<file path="src/rtl/audio_pkg.sv">
// Shared audio constants and helpers, used by the PWM sink and the tone generators
// for sample-rate math.
package audio_pkg;

  localparam int SAMPLE_WIDTH = 8;

  function automatic int clog2(input int n);
    int r;
    r = 0;
    while ((1 << r) < n) r++;
    return r;
  endfunction

  // One PWM period (and thus one sample) lasts 2^width clocks.
  function automatic int pwm_period(input int width);
    return 1 << width;
  endfunction

  localparam int PWM_PERIOD = pwm_period(SAMPLE_WIDTH);

endpackage

</file>
<file path="src/rtl/sample_fifo.sv">
// Small synchronous sample FIFO; head is read straight from the storage registers
// so a sample becomes visible the cycle after it is pushed.
module sample_fifo
  import audio_pkg::*;
#(
  parameter int WIDTH = SAMPLE_WIDTH,
  parameter int DEPTH = 4
) (
  input  logic                    clk,
  input  logic                    rst,
  input  logic                    push,
  input  logic [WIDTH-1:0]        push_data,
  input  logic                    pop,
  output logic [WIDTH-1:0]        head,
  output logic                    full,
  output logic                    empty,
  output logic [clog2(DEPTH):0]   fill
);

  localparam int AW = clog2(DEPTH);

  logic [DEPTH-1:0][WIDTH-1:0] mem;
  logic [AW:0]                 wr_ptr, rd_ptr;
  logic                        do_push, do_pop;

  // Extra pointer MSB separates full (MSBs differ) from empty (equal).
  assign fill    = wr_ptr - rd_ptr;
  assign full    = (fill == (AW+1)'(DEPTH));
  assign empty   = (wr_ptr == rd_ptr);
  assign do_push = push && !full;
  assign do_pop  = pop && !empty;
  assign head    = mem[rd_ptr[AW-1:0]];

  always_ff @(posedge clk) begin
    if (rst) begin
      wr_ptr <= '0;
      rd_ptr <= '0;
    end else begin
      if (do_push) wr_ptr <= wr_ptr + (AW+1)'(1);
      if (do_pop)  rd_ptr <= rd_ptr + (AW+1)'(1);
    end
  end

  always_ff @(posedge clk) begin
    if (do_push) mem[wr_ptr[AW-1:0]] <= push_data;
  end

endmodule

</file>
<file path="src/rtl/pwm_audio_out.sv">
// PWM audio sink: buffers generator samples, loads one per 2^WIDTH-cycle period
// into the duty register and flags periods that start without a fresh sample.
module pwm_audio_out
  import audio_pkg::*;
#(
  parameter int WIDTH  = SAMPLE_WIDTH,
  parameter int DEPTH  = 4,
  parameter int UCNT_W = 16
) (
  input  logic                  clk,
  input  logic                  rst,
  input  logic [WIDTH-1:0]      in_data,
  input  logic                  in_valid,
  output logic                  in_ready,
  output logic                  pwm_out,
  output logic                  period_start,
  output logic                  underrun,
  output logic [UCNT_W-1:0]     underrun_count,
  output logic [clog2(DEPTH):0] fill
);

  localparam logic [WIDTH-1:0] CTR_LAST = WIDTH'(pwm_period(WIDTH) - 1);

  logic [WIDTH-1:0] ctr, ctr_next, duty, duty_next, head;
  logic             full, empty, load, pop, starve;

  assign in_ready     = !full;
  assign period_start = (ctr == '0);
  assign load         = (ctr == CTR_LAST);
  assign pop          = load && !empty;
  assign starve       = load && empty;
  assign ctr_next     = ctr + WIDTH'(1);
  assign duty_next    = pop ? head : duty;

  sample_fifo #(.WIDTH(WIDTH), .DEPTH(DEPTH)) u_fifo (
    .clk       (clk),
    .rst       (rst),
    .push      (in_valid && in_ready),
    .push_data (in_data),
    .pop       (pop),
    .head      (head),
    .full      (full),
    .empty     (empty),
    .fill      (fill)
  );

  // Compare against next-state values so pwm_out lines up with ctr.
  always_ff @(posedge clk) begin
    if (rst) begin
      ctr            <= '0;
      duty           <= '0;
      pwm_out        <= 1'b0;
      underrun       <= 1'b0;
      underrun_count <= '0;
    end else begin
      ctr      <= ctr_next;
      duty     <= duty_next;
      pwm_out  <= (ctr_next < duty_next);
      underrun <= starve;
      if (starve && (underrun_count != '1))
        underrun_count <= underrun_count + UCNT_W'(1);
    end
  end

endmodule

</file>
<file path="config.mk">
export PLATFORM = sky130hd
export DESIGN_NAME = pwm_audio_out
export DESIGN_NICKNAME = d
export VERILOG_FILES = /design/src/rtl/audio_pkg.sv /design/src/rtl/sample_fifo.sv /design/src/rtl/pwm_audio_out.sv
export SDC_FILE = /design/constraint.sdc
export NUM_CORES = 1
export LEC_CHECK = 0
export BUFFER_PORTS_ARGS = -buffer_cell sky130_fd_sc_hd__buf_2
export CAP_MARGIN = 20
export CORE_UTILIZATION = 52
export DETAILED_ROUTE_END_ITERATION = 10
export PLACE_DENSITY = 0.75
export SKIP_CTS_REPAIR_TIMING = 1
export SLEW_MARGIN = 20
export SYNTH_ARGS = -nofsm -noshare
export SYNTH_HDL_FRONTEND = slang
export SYNTH_SLANG_ARGS = --single-unit
</file>
<file path="constraint.sdc">
create_clock -name clk -period 3.2 [get_ports clk]
set_input_delay 0.48 -clock clk [delete_from_list [all_inputs] [get_ports clk]]
set_output_delay 0.48 -clock clk [all_outputs]
set_load 0.005 [all_outputs]
</file>
==> impl_summary.txt <==
----------------------------------------------------
[Synth]
  Yosys warning total ... 0
  Fraction of synthesis flops using an asynchronous set or reset pin ... 0%
  Net count after synthesis ... 298
  List of most frequent post-synthesis cells ... 40 x sky130_fd_sc_hd__dfxtp_1, 32 x sky130_fd_sc_hd__edfxtp_1, 28 x sky130_fd_sc_hd__nor2_1
  Most common flop cell mapped by yosys ... sky130_fd_sc_hd__dfxtp_1
  Biggest area contributors in the synthesized netlist ... sky130_fd_sc_hd__edfxtp_1 29%, sky130_fd_sc_hd__dfxtp_1 24%, sky130_fd_sc_hd__ha_1 6.5%
  Post-Synthesis Mean Instance Area ... 12.2 µm²
  FF+latch count, synth ... 72
  Cell area after synthesis ... 0.00327 mm²
  Synth top area share ... 29.3%
  Mapped Cells ... 269
  Count of flip-flops with a built-in enable after synthesis ... 32
  Number of distinct library cells after synthesis ... 45
  Most frequently used cell type in the post-synthesis netlist ... sky130_fd_sc_hd__dfxtp_1
  Library cell with the largest summed area after synthesis ... sky130_fd_sc_hd__edfxtp_1
  Sequential-to-total area share from yosys stat ... 53.8%

[Critical path]
  Sort of element at the start of the critical path ... flop
  Ordered cell list for the critical path ... inv_1 > ha_1 > a311oi_2 > buf_4 > mux2i_1 > ha_1 > a211o_1 > a31oi_1 > nand2_1 > o21ai_0
  Biggest fanout along the worst timing path ... 12
  Cell depth of the worst flop-to-flop path ... 10
  CP peak stage delay ... 0.40 ns
  Cell with the largest stage delay on the worst path ... sky130_fd_sc_hd__dfxtp_1
  Signal arrival time at the worst endpoint ... 3.00 ns
  Required time of the critical path ... 3.47 ns
  Critical Path Sink Type ... flop
  End of the worst register-to-register path ... pwm_out
  Worst setup slack for register-to-register paths ... 0.48 ns
  Dominant cell type by count on the critical path ... sky130_fd_sc_hd__ha_1
  Source of the worst register-to-register timing path ... u_fifo.wr_ptr[0]
  Worst setup path class ... reg2reg

[Pwr]
  Worst-case vdd ir drop ... 0.333 mV
  Pleak ... 1.37 nW
  Portion of total power attributed to combinational logic ... 5.5%
  Power density relative to cell area ... 495 mW/mm²
  Internal Power ... 1.40 mW
  Proportion of power drawn by the clock network ... 40.0%
  Power dissipated by switching net loads ... 0.439 mW
  Overall power of the completed layout ... 1.84 mW
  Share of power burned in registers ... 54.5%
  Net switching share of the total power ... 23.9%

[Finish]
  Number of filler cells placed in the layout ... 502
  Final core area utilization ... 62.0%
  Synthesis-to-layout area growth ... 13.5%
  Ratio of cells with drive above 1 in the final layout ... 23.1%
  Area of all placed cells without fillers ... 0.00371 mm²
  Post-layout instance count excluding filler cells ... 387
  Final nets ... 336
  Antenna cell count ... 0

[Hold path]
  Worst-case hold path end point ... u_fifo.mem[17]
  Min-Delay Path Depth ... 1
  Worst hold start ... in_data[1]
  Tightest Hold Check Type ... in2reg

[Clock tree]
  Sink Count ... 72
  Skew-Pair Late Insertion Delay ... 0.35 ns
  Clock Path Buffers ... 2
  Clk pin slew, worst setup/hold paths ... 0.08 ns
  Depth of the CTS H-tree ... 3
  Clock tree from TritonCTS ... built
  Total CTS buffers ... 9
  Root Buffer ... sky130_fd_sc_hd__clkbuf_8

[Timing]
  Max Clk Rate ... 0.367 GHz
  Setup clock skew after layout ... 0.00923 ns
  Final hold violations ... 0
  Worst hold slack across all endpoints ... 0.342 ns
  Setup slack after layout ... 0.478 ns
  Post-Route Setup TNS ... 0 ns
  Remaining max-slew budget at the tightest pin ... 49.4%
  Part of the cycle the worst path needs ... 85.1%
  Final Max Tran Viols ... 0
  Final worst path period need ... 2.72 ns
  Slew at the pin closest to its max-slew limit ... 0.751 ns
  Final setup violation count ... 0
  Unrepaired setup endpoints after global routing ... no

[Placed design]
  Dpl cells ... 371
  Estimated wirelength of the detail-placed design ... 3930 µm
  Count of buffers from port buffering ... 33
  GPL Wtd Cong ... 0.754
  Placement-stage cell area ... 0.00351 mm²
  Worst setup timing slack at the placement stage ... 0.483 ns

[Drt]
  Total via count in the routed design ... 2155
  Number of routed nets with antenna violations ... 0
  Vias per std cell ... 5.57
  Wire length per cell after detailed routing ... 14.8 µm
  Number of DRC markers after the initial detailed-route iteration ... 96
  Number of design rule violations left after detail routing ... 0
  Number of detailed-route iterations in the first pass ... 4
  Detailed-route wire length ... 5710 µm

[Die]
  Area enclosed by the die boundary ... 0.00662 mm²
  I/O pin total ... 34
  Number of core rows ... 28
  Die Wd ... 81.4 µm
  Vertical die dimension ... 81.4 µm
  Initial core utilization ... 54.7%
  Area of the core ... 0.00599 mm²

[GRT]
  Vias in the first global route ... 1906
  Total track usage ... 19.0%
  Total overflow reported by the global router ... 0
  Maximum number of pins on one net before global-route repair ... 42
  Number of antenna violations at the first check in global routing ... 0
  Global-route wire length before repair ... 9060 µm

[Outcome]
  Status ... finished, final reports clean

[Flow run]
  Number of max-capacitance violations reported ... 0

----------------------------------------------------
## logic make-up (layout without fill, tap and decap cells)
| group | after synthesis | after routing | synth area share, % |
|---|---|---|---|
| and+or+nand+nor | 94 | 94 | 16.4 |
| buffers and inverters | 19 | 62 | 2.79 |
| xor gates and xnor gates | 15 | 15 | 4.70 |
| AOI/OAI and AO/OA | 32 | 32 | 6.27 |
| adders and majority gates | 18 | 18 | 7.11 |
| DFF | 72 | 72 | 53.8 |
| muxes | 19 | 19 | 8.90 |
## cell usage in the layout, fill, tap and decap left out, types with 10 or more instances in the layout
master,Yosys,final
sky130_fd_sc_hd__ha_1,17,17
sky130_fd_sc_hd__dfxtp_1,40,40
sky130_fd_sc_hd__nand3_1,10,10
sky130_fd_sc_hd__mux2i_1,10,10
sky130_fd_sc_hd__buf_2,1,33
sky130_fd_sc_hd__nand2_1,14,14
sky130_fd_sc_hd__a21oi_1,12,12
sky130_fd_sc_hd__edfxtp_1,32,32
sky130_fd_sc_hd__nor2_1,28,28
## flip-flops by register name, summed over array words and instances, names as in the netlist
signal	cells
underrun_count	16
u_fifo.rd_ptr	3
duty	8
ctr	8
pwm_out	1
u_fifo.wr_ptr	3
underrun	1
u_fifo.mem	32
## worst max-delay path by stage
| stage | from | endpoint |
|---|---|---|
| floorplan | u_fifo.rd_ptr[1] | pwm_out |
| global route | u_fifo.wr_ptr[0] | pwm_out |
| finish | u_fifo.wr_ptr[0] | pwm_out |
| detailed placement | u_fifo.wr_ptr[0] | pwm_out |
| global placement | u_fifo.wr_ptr[0] | pwm_out |
| CTS | u_fifo.wr_ptr[0] | pwm_out |
## power by group through the flow
stage	clock network, mW	logic, mW	registers (mW)
after floorplan	0	0.0678	1.02
after global placement	0	0.100	1.02
after detailed placement	0	0.103	1.02
after CTS	0.747	0.103	1.00
after global routing	0.793	0.114	1.00
final	0.736	0.101	1.00
## critical path: cells and delay by family (launching register included)
kind	cells	cell delay, ns
AND/OR/NAND/NOR	1	0.07
flip-flops	1	0.40
AO/OA/AOI/OAI	4	0.91
adder cells (fa/ha/maj)	2	0.63
multiplexers	1	0.27
buffers and inverters	2	0.36
## layout make-up
| cell class | instances | area, µm² | area share, % |
|---|---|---|---|
| flip-flops and latches | 72 | 1760 | 47.4 |
| multi-input cells | 178 | 1430 | 38.4 |
| repair buffers | 37 | 195 | 5.25 |
| clock buffers | 9 | 124 | 3.33 |
| well taps | 75 | 93.8 | 2.53 |
| clock inverters | 7 | 78.8 | 2.12 |
| inverters | 9 | 33.8 | 0.909 |
## routing by layer
| metal | track usage, % | part of all wire (%) |
|---|---|---|
| met4 | 8.57 | 1.6 |
| met1 | 24.5 | 48 |
| met5 | 0 | 0 |
| met2 | 29.5 | 47 |
| met3 | 5.51 | 3.2 |
Note: power is estimated with default switching activity, not from simulation.
